### config.mk
export PLATFORM = sky130hd
export DESIGN_NAME = encode_8b10b_wide_flat
export DESIGN_NICKNAME = d
export VERILOG_FILES = /design/src/rtl/encode_8b10b_wide_pkg.sv /design/src/rtl/encode_8b10b_wide_if.sv /design/src/rtl/encode_8b10b_lane.sv /design/src/rtl/encode_8b10b_wide.sv /design/src/flat_wrapper.sv
export SDC_FILE = /design/constraint.sdc
export NUM_CORES = 1
export LEC_CHECK = 0
export ABC_AREA = 1
export CAP_MARGIN = 15
export CORE_MARGIN = 4
export CORE_UTILIZATION = 30
export DETAILED_ROUTE_END_ITERATION = 16
export PLACE_DENSITY_LB_ADDON = 0.08
export SYNTH_ARGS = -nofsm -noshare
export SYNTH_HDL_FRONTEND = slang
export SYNTH_HIERARCHICAL = 1
export SYNTH_SLANG_ARGS = --single-unit
### constraint.sdc
create_clock -name clk -period 12.7 [get_ports clk]
set_input_delay 2.54 -clock clk [delete_from_list [all_inputs] [get_ports clk]]
set_output_delay 2.54 -clock clk [all_outputs]
set_load 0.01 [all_outputs]
### src/rtl/encode_8b10b_wide_pkg.sv
// ---------------------------------------------------------------------------
// linecode_8b10b_pkg
// Shared 8b/10b definitions: legal K-code bytes, the K28.5 codewords used as
// the substitute for illegal control bytes, and the RD-negative sub-block
// lookup tables used by the lane encoder.
// ---------------------------------------------------------------------------
package linecode_8b10b_pkg;

   localparam logic [7:0] K28_0 = 8'h1C;
   localparam logic [7:0] K28_1 = 8'h3C;
   localparam logic [7:0] K28_2 = 8'h5C;
   localparam logic [7:0] K28_3 = 8'h7C;
   localparam logic [7:0] K28_4 = 8'h9C;
   localparam logic [7:0] K28_5 = 8'hBC;
   localparam logic [7:0] K28_6 = 8'hDC;
   localparam logic [7:0] K28_7 = 8'hFC;
   localparam logic [7:0] K23_7 = 8'hF7;
   localparam logic [7:0] K27_7 = 8'hFB;
   localparam logic [7:0] K29_7 = 8'hFD;
   localparam logic [7:0] K30_7 = 8'hFE;

   localparam logic [9:0] K28_5_NEG = 10'b0011111010;
   localparam logic [9:0] K28_5_POS = 10'b1100000101;

   // True for the twelve control bytes that have a defined K codeword
   function automatic logic is_legal_k(input logic [7:0] b);
      case (b)
         K28_0, K28_1, K28_2, K28_3, K28_4, K28_5, K28_6, K28_7,
         K23_7, K27_7, K29_7, K30_7: is_legal_k = 1'b1;
         default:                    is_legal_k = 1'b0;
      endcase
   endfunction

   // 5b/6b data table, abcdei, form used when the running disparity is negative
   function automatic logic [5:0] enc_5b6b_neg(input logic [4:0] x);
      case (x)
         5'd0:  enc_5b6b_neg = 6'b100111;
         5'd1:  enc_5b6b_neg = 6'b011101;
         5'd2:  enc_5b6b_neg = 6'b101101;
         5'd3:  enc_5b6b_neg = 6'b110001;
         5'd4:  enc_5b6b_neg = 6'b110101;
         5'd5:  enc_5b6b_neg = 6'b101001;
         5'd6:  enc_5b6b_neg = 6'b011001;
         5'd7:  enc_5b6b_neg = 6'b111000;
         5'd8:  enc_5b6b_neg = 6'b111001;
         5'd9:  enc_5b6b_neg = 6'b100101;
         5'd10: enc_5b6b_neg = 6'b010101;
         5'd11: enc_5b6b_neg = 6'b110100;
         5'd12: enc_5b6b_neg = 6'b001101;
         5'd13: enc_5b6b_neg = 6'b101100;
         5'd14: enc_5b6b_neg = 6'b011100;
         5'd15: enc_5b6b_neg = 6'b010111;
         5'd16: enc_5b6b_neg = 6'b011011;
         5'd17: enc_5b6b_neg = 6'b100011;
         5'd18: enc_5b6b_neg = 6'b010011;
         5'd19: enc_5b6b_neg = 6'b110010;
         5'd20: enc_5b6b_neg = 6'b001011;
         5'd21: enc_5b6b_neg = 6'b101010;
         5'd22: enc_5b6b_neg = 6'b011010;
         5'd23: enc_5b6b_neg = 6'b111010;
         5'd24: enc_5b6b_neg = 6'b110011;
         5'd25: enc_5b6b_neg = 6'b100110;
         5'd26: enc_5b6b_neg = 6'b010110;
         5'd27: enc_5b6b_neg = 6'b110110;
         5'd28: enc_5b6b_neg = 6'b001110;
         5'd29: enc_5b6b_neg = 6'b101110;
         5'd30: enc_5b6b_neg = 6'b011110;
         5'd31: enc_5b6b_neg = 6'b101011;
         default: enc_5b6b_neg = 6'b000000;
      endcase
   endfunction

   // 3b/4b table, fghj, form used when the RD entering the 4b block is negative.
   // K rows differ from data rows; alt7 picks the A7 code for data x.7.
   function automatic logic [3:0] enc_3b4b_neg(input logic [2:0] y, input logic k,
                                               input logic alt7);
      case ({k, y})
         4'b0_000: enc_3b4b_neg = 4'b1011;
         4'b0_001: enc_3b4b_neg = 4'b1001;
         4'b0_010: enc_3b4b_neg = 4'b0101;
         4'b0_011: enc_3b4b_neg = 4'b1100;
         4'b0_100: enc_3b4b_neg = 4'b1101;
         4'b0_101: enc_3b4b_neg = 4'b1010;
         4'b0_110: enc_3b4b_neg = 4'b0110;
         4'b0_111: enc_3b4b_neg = alt7 ? 4'b0111 : 4'b1110;
         4'b1_000: enc_3b4b_neg = 4'b1011;
         4'b1_001: enc_3b4b_neg = 4'b0110;
         4'b1_010: enc_3b4b_neg = 4'b1010;
         4'b1_011: enc_3b4b_neg = 4'b1100;
         4'b1_100: enc_3b4b_neg = 4'b1101;
         4'b1_101: enc_3b4b_neg = 4'b0101;
         4'b1_110: enc_3b4b_neg = 4'b1001;
         4'b1_111: enc_3b4b_neg = 4'b0111;
         default:  enc_3b4b_neg = 4'b0000;
      endcase
   endfunction

endpackage

### src/rtl/encode_8b10b_wide_if.sv
// ---------------------------------------------------------------------------
// encode_8b10b_wide_if
// Byte-in / codeword-out bundle of the wide encoder.
//   in_valid, in_ctl[LANES], in_data[8*LANES], force_disparity, force_rd_neg
//   out_valid, out_codeword[10*LANES], out_rd_neg, out_ctl_err[LANES],
//   err_count[16]
// master = PCS framing side, slave = encoder.
// ---------------------------------------------------------------------------
interface encode_8b10b_wide_if #(parameter int LANES = 2);
   logic                  in_valid;
   logic [LANES-1:0]      in_ctl;
   logic [8*LANES-1:0]    in_data;
   logic                  force_disparity;
   logic                  force_rd_neg;
   logic                  out_valid;
   logic [10*LANES-1:0]   out_codeword;
   logic                  out_rd_neg;
   logic [LANES-1:0]      out_ctl_err;
   logic [15:0]           err_count;

   modport master (
      output in_valid, in_ctl, in_data, force_disparity, force_rd_neg,
      input  out_valid, out_codeword, out_rd_neg, out_ctl_err, err_count
   );

   modport slave (
      input  in_valid, in_ctl, in_data, force_disparity, force_rd_neg,
      output out_valid, out_codeword, out_rd_neg, out_ctl_err, err_count
   );
endinterface

### src/rtl/encode_8b10b_lane.sv
// ---------------------------------------------------------------------------
// encode_8b10b_lane
// Combinational single-byte 8b/10b encoder.
//   i_data[7:0]   HGFEDCBA byte
//   i_ctl         K flag
//   i_rd_in_neg   RD entering this lane (1 = negative)
//   o_code[9:0]   abcdei fghj, a = bit 9
//   o_rd_out_neg  RD leaving this lane
//   o_ctl_err     control byte has no K codeword (K28.5 emitted instead)
// ---------------------------------------------------------------------------
module encode_8b10b_lane
   import linecode_8b10b_pkg::*;
(
   input  logic [7:0] i_data,
   input  logic       i_ctl,
   input  logic       i_rd_in_neg,
   output logic [9:0] o_code,
   output logic       o_rd_out_neg,
   output logic       o_ctl_err
);

   logic [4:0] w_x;
   logic [2:0] w_y;
   logic       w_k28;
   logic [5:0] w_6b_neg;
   logic [5:0] w_6b;
   logic       w_6b_unbal;
   logic       w_rd6_neg;
   logic       w_alt7;
   logic [3:0] w_4b_neg;
   logic [3:0] w_4b;
   logic       w_4b_unbal;

   assign w_x   = i_data[4:0];
   assign w_y   = i_data[7:5];
   assign w_k28 = i_ctl & (w_x == 5'd28);

   // Kx.7 reuses the data 6b table; only K28 has its own 6b code
   assign w_6b_neg   = w_k28 ? 6'b001111 : enc_5b6b_neg(w_x);
   assign w_6b_unbal = ($countones(w_6b_neg) != 32'd3);
   // D.7 is balanced yet still alternates between 111000 and 000111
   assign w_6b       = (!i_rd_in_neg && (w_6b_unbal || (!w_k28 && (w_x == 5'd7))))
                       ? ~w_6b_neg : w_6b_neg;
   assign w_rd6_neg  = i_rd_in_neg ^ w_6b_unbal;

   // A7 avoids a run of five in e i f g h for these six x values
   assign w_alt7 = !i_ctl && (w_y == 3'd7) &&
                   (w_rd6_neg ? ((w_x == 5'd17) || (w_x == 5'd18) || (w_x == 5'd20))
                              : ((w_x == 5'd11) || (w_x == 5'd13) || (w_x == 5'd14)));

   assign w_4b_neg   = enc_3b4b_neg(w_y, i_ctl, w_alt7);
   assign w_4b_unbal = ($countones(w_4b_neg) != 32'd2);
   // Every K 4b code alternates, as does the balanced data x.3 (1100/0011)
   assign w_4b       = (!w_rd6_neg && (i_ctl || w_4b_unbal || (w_y == 3'd3)))
                       ? ~w_4b_neg : w_4b_neg;

   assign o_ctl_err    = i_ctl & ~is_legal_k(i_data);
   assign o_code       = o_ctl_err ? (i_rd_in_neg ? K28_5_NEG : K28_5_POS) : {w_6b, w_4b};
   // K28.5 always flips RD
   assign o_rd_out_neg = o_ctl_err ? ~i_rd_in_neg : (w_rd6_neg ^ w_4b_unbal);

endmodule

### src/rtl/encode_8b10b_wide.sv
// ---------------------------------------------------------------------------
// encode_8b10b_wide
// LANES-byte-per-clock 8b/10b encoder with lane-chained running disparity.
//   clk, rst         core clock, synchronous active-high reset
//   bus (slave)      in_valid/in_ctl/in_data/force_disparity/force_rd_neg in,
//                    out_valid/out_codeword/out_rd_neg/out_ctl_err/err_count
// One clock latency, no backpressure. Lane 0 is transmitted first.
// ---------------------------------------------------------------------------
module encode_8b10b_wide
   import linecode_8b10b_pkg::*;
#(
   parameter int LANES          = 2,
   parameter bit INITIAL_RD_NEG = 1'b1
)
(
   input  logic                 clk,
   input  logic                 rst,
   encode_8b10b_wide_if.slave   bus
);

   logic                  r_rd_neg;
   logic                  r_out_valid;
   logic [10*LANES-1:0]   r_out_codeword;
   logic                  r_out_rd_neg;
   logic [LANES-1:0]      r_out_ctl_err;
   logic [15:0]           r_err_count;

   logic [LANES:0]        w_rd_chain;
   logic [10*LANES-1:0]   w_code;
   logic [LANES-1:0]      w_ctl_err;
   logic [2:0]            w_err_lanes;
   logic [16:0]           w_err_sum;
   logic [15:0]           w_err_next;

   assign w_rd_chain[0] = bus.force_disparity ? bus.force_rd_neg : r_rd_neg;

   for (genvar g = 0; g < LANES; g++) begin : g_lane
      encode_8b10b_lane u_lane (
         .i_data       (bus.in_data[8*g +: 8]),
         .i_ctl        (bus.in_ctl[g]),
         .i_rd_in_neg  (w_rd_chain[g]),
         .o_code       (w_code[10*g +: 10]),
         .o_rd_out_neg (w_rd_chain[g+1]),
         .o_ctl_err    (w_ctl_err[g])
      );
   end

   // Count illegal-K lanes this beat and add with saturation at 0xFFFF
   always_comb begin
      w_err_lanes = 3'd0;
      for (int i = 0; i < LANES; i++) begin
         w_err_lanes = w_err_lanes + {2'b00, w_ctl_err[i]};
      end
      w_err_sum  = {1'b0, r_err_count} + {14'd0, w_err_lanes};
      w_err_next = w_err_sum[16] ? 16'hFFFF : w_err_sum[15:0];
   end

   // RD register and output registers; idle beats hold everything but out_valid
   always_ff @(posedge clk) begin
      if (rst) begin
         r_rd_neg       <= INITIAL_RD_NEG;
         r_out_valid    <= 1'b0;
         r_out_codeword <= '0;
         r_out_rd_neg   <= INITIAL_RD_NEG;
         r_out_ctl_err  <= '0;
         r_err_count    <= 16'd0;
      end else if (bus.in_valid) begin
         r_rd_neg       <= w_rd_chain[LANES];
         r_out_valid    <= 1'b1;
         r_out_codeword <= w_code;
         r_out_rd_neg   <= w_rd_chain[LANES];
         r_out_ctl_err  <= w_ctl_err;
         r_err_count    <= w_err_next;
      end else begin
         r_out_valid    <= 1'b0;
      end
   end

   assign bus.out_valid    = r_out_valid;
   assign bus.out_codeword = r_out_codeword;
   assign bus.out_rd_neg   = r_out_rd_neg;
   assign bus.out_ctl_err  = r_out_ctl_err;
   assign bus.err_count    = r_err_count;

endmodule
### src/flat_wrapper.sv
// flat-port wrapper written by rule: the top's interface ports become plain ports
module encode_8b10b_wide_flat import linecode_8b10b_pkg::*;
#(
   parameter int LANES          = 2,
   parameter bit INITIAL_RD_NEG = 1'b1
)
  (clk, rst, bus_in_valid, bus_in_ctl, bus_in_data, bus_force_disparity, bus_force_rd_neg, bus_out_valid, bus_out_codeword, bus_out_rd_neg, bus_out_ctl_err, bus_err_count);
  encode_8b10b_wide_if #(.LANES(LANES)) bus_i ();
  input  logic clk;
  input  logic rst;
  input wire logic [$bits(bus_i.in_valid)-1:0] bus_in_valid;
  input wire logic [$bits(bus_i.in_ctl)-1:0] bus_in_ctl;
  input wire logic [$bits(bus_i.in_data)-1:0] bus_in_data;
  input wire logic [$bits(bus_i.force_disparity)-1:0] bus_force_disparity;
  input wire logic [$bits(bus_i.force_rd_neg)-1:0] bus_force_rd_neg;
  output wire logic [$bits(bus_i.out_valid)-1:0] bus_out_valid;
  output wire logic [$bits(bus_i.out_codeword)-1:0] bus_out_codeword;
  output wire logic [$bits(bus_i.out_rd_neg)-1:0] bus_out_rd_neg;
  output wire logic [$bits(bus_i.out_ctl_err)-1:0] bus_out_ctl_err;
  output wire logic [$bits(bus_i.err_count)-1:0] bus_err_count;
  assign bus_i.in_valid = bus_in_valid;
  assign bus_i.in_ctl = bus_in_ctl;
  assign bus_i.in_data = bus_in_data;
  assign bus_i.force_disparity = bus_force_disparity;
  assign bus_i.force_rd_neg = bus_force_rd_neg;
  assign bus_out_valid = bus_i.out_valid;
  assign bus_out_codeword = bus_i.out_codeword;
  assign bus_out_rd_neg = bus_i.out_rd_neg;
  assign bus_out_ctl_err = bus_i.out_ctl_err;
  assign bus_err_count = bus_i.err_count;
  encode_8b10b_wide #(.LANES(LANES), .INITIAL_RD_NEG(INITIAL_RD_NEG)) u_core (.clk(clk), .rst(rst), .bus(bus_i));
endmodule
Word level (Yosys, flattened, before mapping)
Memories as Yosys holds them, arrays and structs flattened.
Cells that the tools add are included.
{ "totals": {"register_bits": 40, "romBits": 384, "out_inout_bits": 40, "word_cells": 192, "n_memories": 2} }
{ "classes": {"add_sub_neg": 18, "eq_ne": 78, "mux": 23, "bitwise_logic": 16, "n_reduce_logical": 50} }
{ "memory_table": {"columns": ["memory", "depth", "width", "rd", "rd_ports_with_merged_regs", "wr", "line", "text"], "rows": [
  ["(no name shown)", 32, 6, 1, 0, 0, "encode_8b10b_wide_pkg.sv:36", "case (x)"],
  ["(no name shown)", 32, 6, 1, 0, 0, "encode_8b10b_wide_pkg.sv:36", null]
]} }
{ "ops": {"columns": ["operator", "n"], "rows": [
  ["$eq 8x8->1 const B", 16],
  ["$pmux 4 s9", 2],
  ["$eq 4x4->1 const B", 16],
  ["$eq 5x5->1 const B", 8],
  ["$mux 10", 4],
  ["$eq 4x3->1 const B", 8],
  ["$eq 8x7->1 const B", 4],
  ["$eq 5x4->1 const B", 6],
  ["$reduce_or 2->1", 14],
  ["$mux 6", 4],
  ["$reduce_or 12->1", 2],
  ["$add 1x1->2", 11],
  ["$add 16x3->17", 1],
  ["$eq 4x2->1 const B", 4],
  ["$eq 8x5->1 const B", 2],
  ["$eq 8x6->1 const B", 2],
  ["$mux 16", 1],
  ["$mux 4", 4],
  ["$logic_or 1x1->1", 14],
  ["$add 2x2->3", 4],
  ["$not 6->6", 2],
  ["$eq 5x3->1 const B", 2],
  ["$logic_and 1x1->1", 10],
  ["$add 3x2->4", 2],
  ["12 further kinds", 42]
]} }

Longest topological paths before layout
{ "depth": {"depth_word": 30, "mapped_depth": 47, "ltp_nobuf": 47} }

Cells and area by module
The synthesis kept the hierarchy.
{ "by_module_without_submodules": {"columns": ["mod", "n_inst", "cells_each", "area_each_um2", "seq_area_each_um2"], "rows": [
  ["encode_8b10b_wide", 1, 235, 1721.7, 800.8],
  ["encode_8b10b_lane (u_core.g_lane[0].u_lane)", 1, 183, 1092.3, 0.0],
  ["encode_8b10b_lane (u_core.g_lane[1].u_lane)", 1, 192, 1086.0, 0.0]
]} }

Worst setup path before layout
No wires, ideal clock.
{ "synth_timing": {"kind": "input to register", "from": "in bus_in_data[1]", "to": "reg u_core.r_out_codeword[11], in the netlist u_core/bus.out_codeword[11]", "setup_time_ns": 0.116, "t_arrival_ns": 9.461, "required_ns": 12.584, "slack_ns": 3.123, "cell_stages": 44, "path_cell_list": "inv_1 -> ha_1 -> inv_1 -> nor3_2 -> nand2_2 -> nand3_1 -> inv_1 -> fa_1 -> inv_1 -> fa_1 -> ha_1 -> inv_1 -> fa_1 -> inv_1 -> nand3_1 -> nand2_1 -> nand2_1 -> nand2_2 -> [... 8 more ...] -> o21ai_1 -> inv_1 -> nand2_1 -> nand2_1 -> nand2_1 -> nand3_1 -> nand2_1 -> fa_1 -> ha_1 -> ha_1 -> nor3b_1 -> nand3_1 -> nand2_1 -> inv_1 -> nand2_1 -> a31oi_1 -> nor2_1 -> nor2_1"} }
{ "synth_via": {"elab_chain_len": 30, "elab_cells_between_ends": 63, "classes_between": "11 x add/sub; 22 x eq/ne; 12 x mux; 6 x bitwise; 11 x reduce/logical; 1 x memory"} }
{ "synth_rtl": {"columns": ["item", "line", "text"], "rows": [
  ["from (decl)", "flat_wrapper.sv:13", "input wire logic [$bits(bus_i.in_data)-1:0] bus_in_data;"],
  ["parallel branches: the longest is 16 deep, another holds $mem_v2 32x6", null, null],
  ["$mux 1 (*)", "encode_8b10b_lane.sv:60", "assign o_rd_out_neg = o_ctl_err ? ~i_rd_in_neg : (w_rd6_neg ^ w_4b_unbal);"],
  ["via u_core.w_rd_chain[1]", "encode_8b10b_wide.sv:28", "logic [LANES:0] w_rd_chain;"],
  ["$xor 1x1->1", "encode_8b10b_lane.sv:44", "assign w_rd6_neg = i_rd_in_neg ^ w_6b_unbal;"],
  ["$mux 1", "encode_8b10b_lane.sv:48", "(w_rd6_neg ? ((w_x == 5'd17) || (w_x == 5'd18) || (w_x == 5'd20))"],
  ["$logic_and 1x1->1", "encode_8b10b_lane.sv:47", "assign w_alt7 = !i_ctl && (w_y == 3'd7) &&"],
  ["$mux 4", "encode_8b10b_wide_pkg.sv:85", "4'b0_111: enc_3b4b_neg = alt7 ? 4'b0111 : 4'b1110;"],
  ["$pmux 4 s9", "encode_8b10b_wide_pkg.sv:77", "case ({k, y})"],
  ["$add 1x1->2 (implied by the code)", "encode_8b10b_lane.sv:52", "assign w_4b_unbal = ($countones(w_4b_neg) != 32'd2);"],
  ["$add 2x2->3 (implied by the code)", "encode_8b10b_lane.sv:52", null],
  ["$ne 3x2->1", "encode_8b10b_lane.sv:52", null],
  ["$logic_or 1x1->1 (2 in series)", "encode_8b10b_lane.sv:54", "assign w_4b = (!w_rd6_neg && (i_ctl || w_4b_unbal || (w_y == 3'd3)))"],
  ["$logic_and 1x1->1", "encode_8b10b_lane.sv:54", null],
  ["$mux 4", "encode_8b10b_lane.sv:55", "? ~w_4b_neg : w_4b_neg;"],
  ["$mux 10 (*)", "encode_8b10b_lane.sv:58", "assign o_code = o_ctl_err ? (i_rd_in_neg ? K28_5_NEG : K28_5_POS) : {w_6b, w_4b};"],
  ["via u_core.w_code[11]", "encode_8b10b_wide.sv:29", "logic [10*LANES-1:0] w_code;"],
  ["to (signal assigned)", "encode_8b10b_wide.sv:70", "r_out_codeword <= w_code;"],
  ["to (decl)", "encode_8b10b_wide.sv:23", "logic [10*LANES-1:0] r_out_codeword;"]
]} }
Mark *: on every way through the listed nets, which the timed path passes.
A chain may end at the register's enable or synchronous reset.

Final worst setup path
Ends and elaborated chain as after synthesis.

==> results.yml <==
sta:
  period_needed_ns: 10.59
  setup_viol: 0
  clock-skew-final_ns: 0.00273
  worst_slack_ns: 2.11
  max_freq_mhz: 94.4
  rsz0062_at_grt: "no"
  setup-tns-final_ns: 0
  maxSlewViolCount: 0
  period_share_pct: 83.4
  hold_violations: 0
  max-slew-margin-rel_pct: 31.9
  worst_pin_slew_ns: 1.01
power:
  p_sw_share_pct: 37.2
  power_frac_comb_pct: 44.9
  leakagePower_nw: 2.21
  pwr-share-seq_pct: 26.6
  p_int_w: 0.000334
  clockPowerShare_pct: 28.5
  p_switching_w: 0.000198
  power_density_nw_per_um2: 111
  vdd.ir_drop.worst_v: 0.0000468
layout:
  syn_to_final_growth_pct: 23.2
  final_util_pct: 37.9
  final_cell_mix: "155 x nand2_1, 72 x nor2_1, 69 x inv_1, 62 x clkdlybuf4s50_1, 53 x nand3_1"
  final_common_cell: "nand2_1"
  num-nets-final: 717
  drive_above_1_share_pct: 9.65
  num_antenna_cells: 0
  final_area_sq_um: 4800
routing:
  drt_first_iter_violations: 203
  drc: 0
  drt-vias-per-instance: 4.71
  route.met2.wl_um: 5060
  wirelength_um: 10600
  highest_layer: "met4"
  firstDrtPassIters: 4
  routedLengthMet1_um: 5130
  postRouteAntennaNets: 0
  routedWlPerCell_um: 12.7
  wl_met3_um: 384
  vias: 3929
global_route:
  grt-ovfl-total: 0
  grt_usage_pct: 14.6
  antenna_found_initial: 0
  grt_pass1_vias: 3777
  grt_max_degree: 35
  grt_pass1_wl_um: 17900
synthesis:
  synth_area_leaders: "dfxtp_1 21%, nand2_1 15%, ha_1 7.4%"
  synth_fa_ha_area_share_pct: 12.0
  synth_async_sr_flop_share_pct: 0
  postSynthCellCount: 610
  syn_area_sq_um: 3900
  yosys.area_share.simple_pct: 41.6
  yosysTopAreaCell: "dfxtp_1"
  avgSynthCellArea_sq_um: 6.39
  synth_compound_area_share_pct: 10.8
  synth_top_area_share_pct: 20.5
  synth_mux_area_share_pct: 0.513
  yosysSeqAreaShare_pct: 20.5
  ys_ff_latch: 40
  synth_warnings: 6
  synth_nets: 665
  ys.flop_type: "dfxtp_1"
  synth_cell_types: 38
  synth_edf_count: 0
  synth_xor_area_share_pct: 3.37
  synth_top_family_by_area: "simple AND/OR/NAND/NOR gates"
worst_setup_path:
  required_ns: 12.87
  slowest_stage: "fa_1"
  cp_max_fo: 7
  crit_family: "adder cells"
  critPathMaxStageDelay_ns: 0.53
  r2r-end: "u_core/bus.out_codeword[11]"
  ff2ff_path_depth: 32
  worst-path-stages: 45
  ff2ff_setup_slack_ns: 6.52
  critical_path_class: "input pin to register"
  path_buf_inv: 9
  arrival_ns: 10.76
  start_kind: "input pin"
  worstReg2RegStart: "u_core/bus.out_rd_neg"
  cp-end-kind: "register"
hold_path:
  min_to: "u_core/bus.out_rd_neg"
  hold_path_startpoint: "u_core/bus.out_rd_neg"
  worstHoldPathType: "register to register"
  whs_path_depth: 2
floorplanning:
  die_area_sq_um: 14900
  ioPinCount: 63
  rows: 41
  die_h_um: 122
  dieWidth_um: 122
  start_util_pct: 30.8
  core_region_area_sq_um: 12700
cts:
  cts_resized: 0
  insertion_delay_ns: 0.28
  tritoncts: "built"
  cts.htree.levels: 2
  post_cts_buffers: 0
  clockRootBuffer: "clkbuf_16"
  path_clk_slew_ns: 0.06
  clockBufferDepth: 2
  cts_buffers: 5
  clock-sinks: 40
  hold_buffers: 0
placement:
  finalWeightedCongestion: 0.844
  postPlaceCellArea_sq_um: 4620
  portBuffers: 62
  preCtsSetupSlack_ns: 1.74
  hpwl_um: 8360
status:
  outcome: "finished, final reports clean"
run:
  cap_violations: 0
-- state kept, by name (all words and copies together), names as in the netlist --
name and cells:
u_core/bus.out_valid 1, u_core/bus.out_ctl_err 2, u_core/bus.err_count 16, u_core/bus.out_codeword 20, u_core/bus.out_rd_neg 1
-- power groups by stage --
stage	Sequential, W	Combinational [W]	Clock (W)
after floorplan	0.000148	0.000170	0
after global placement	0.000145	0.000240	0
after detailed placement	0.000145	0.000241	0
after CTS	0.000142	0.000243	0.000156
after global routing	0.000143	0.000277	0.000161
final	0.000142	0.000239	0.000152
-- through the flow --
stage          power (W)  hold slack [ns]  std cells
6_report        0.000533            0.484        835
5_1_grt         0.000582            0.533        835
4_1_cts         0.000541            0.490        835
3_5_place_dp    0.000386            0.471        827
3_3_place_gp    0.000385            0.473        827
2_1_floorplan   0.000318            0.489        610
-- worst max path at each step --
stage,endpoint,slack (ns),start
floorplan,u_core/bus.out_codeword[11],3.12,bus_in_data[1]
global placement,u_core/bus.out_codeword[11],2.01,bus_in_data[1]
detailed placement,u_core/bus.out_codeword[11],1.74,bus_in_data[1]
CTS,u_core/bus.out_codeword[10],2.05,bus_in_data[1]
global route,u_core/bus.out_codeword[10],1.25,bus_in_data[1]
finish,u_core/bus.out_codeword[11],2.11,bus_in_data[1]
-- synthesized netlist by cell type, types with 10 or more instances --
master / number
nand2_1: 155
nor2_1: 72
inv_1: 69
nand3_1: 53
dfxtp_1: 40
o21ai_0: 37
ha_1: 23
a21oi_1: 16
nand2_2: 16
nand4_1: 14
inv_2: 10
-- area by class of cell --
type | count | area, sq um
Clock buffer | 7 | 153
Clock inverter | 1 | 30.0
Fill cell | 1413 | 7870
Inverter | 81 | 312
Multi-Input combinational cell | 471 | 2670
Sequential cell | 40 | 801
Tap cell | 172 | 215
Timing Repair Buffer | 63 | 628
-- per-layer routing --
metal,vias to the layer above,global-route usage (%)
li1,2056,-
met1,1816,19.7
met2,53,25.0
met3,4,2.32
met4,0,2.45
met5,-,0
-- cell families after synthesis --
family,count (synthesis)
buffers and inverters,99
AOI/OAI and AO/OA,76
adders and majority gates,32
DFF,40
muxes,2
xor gates and xnor gates,15
and+or+nand+nor,346
-- worst register-to-register path, delay by kind of cell, from the launching register on --
kind,cells,cell delay [ns]
AO/OA/AOI/OAI,3,1.24
adder cells (fa/ha/maj),6,1.86
XOR/XNOR,1,0.12
AND/OR/NAND/NOR,18,2.14
flip-flops,1,0.33
buffers and inverters,4,0.40
No activity file was read; power rests on OpenSTA's default activity.
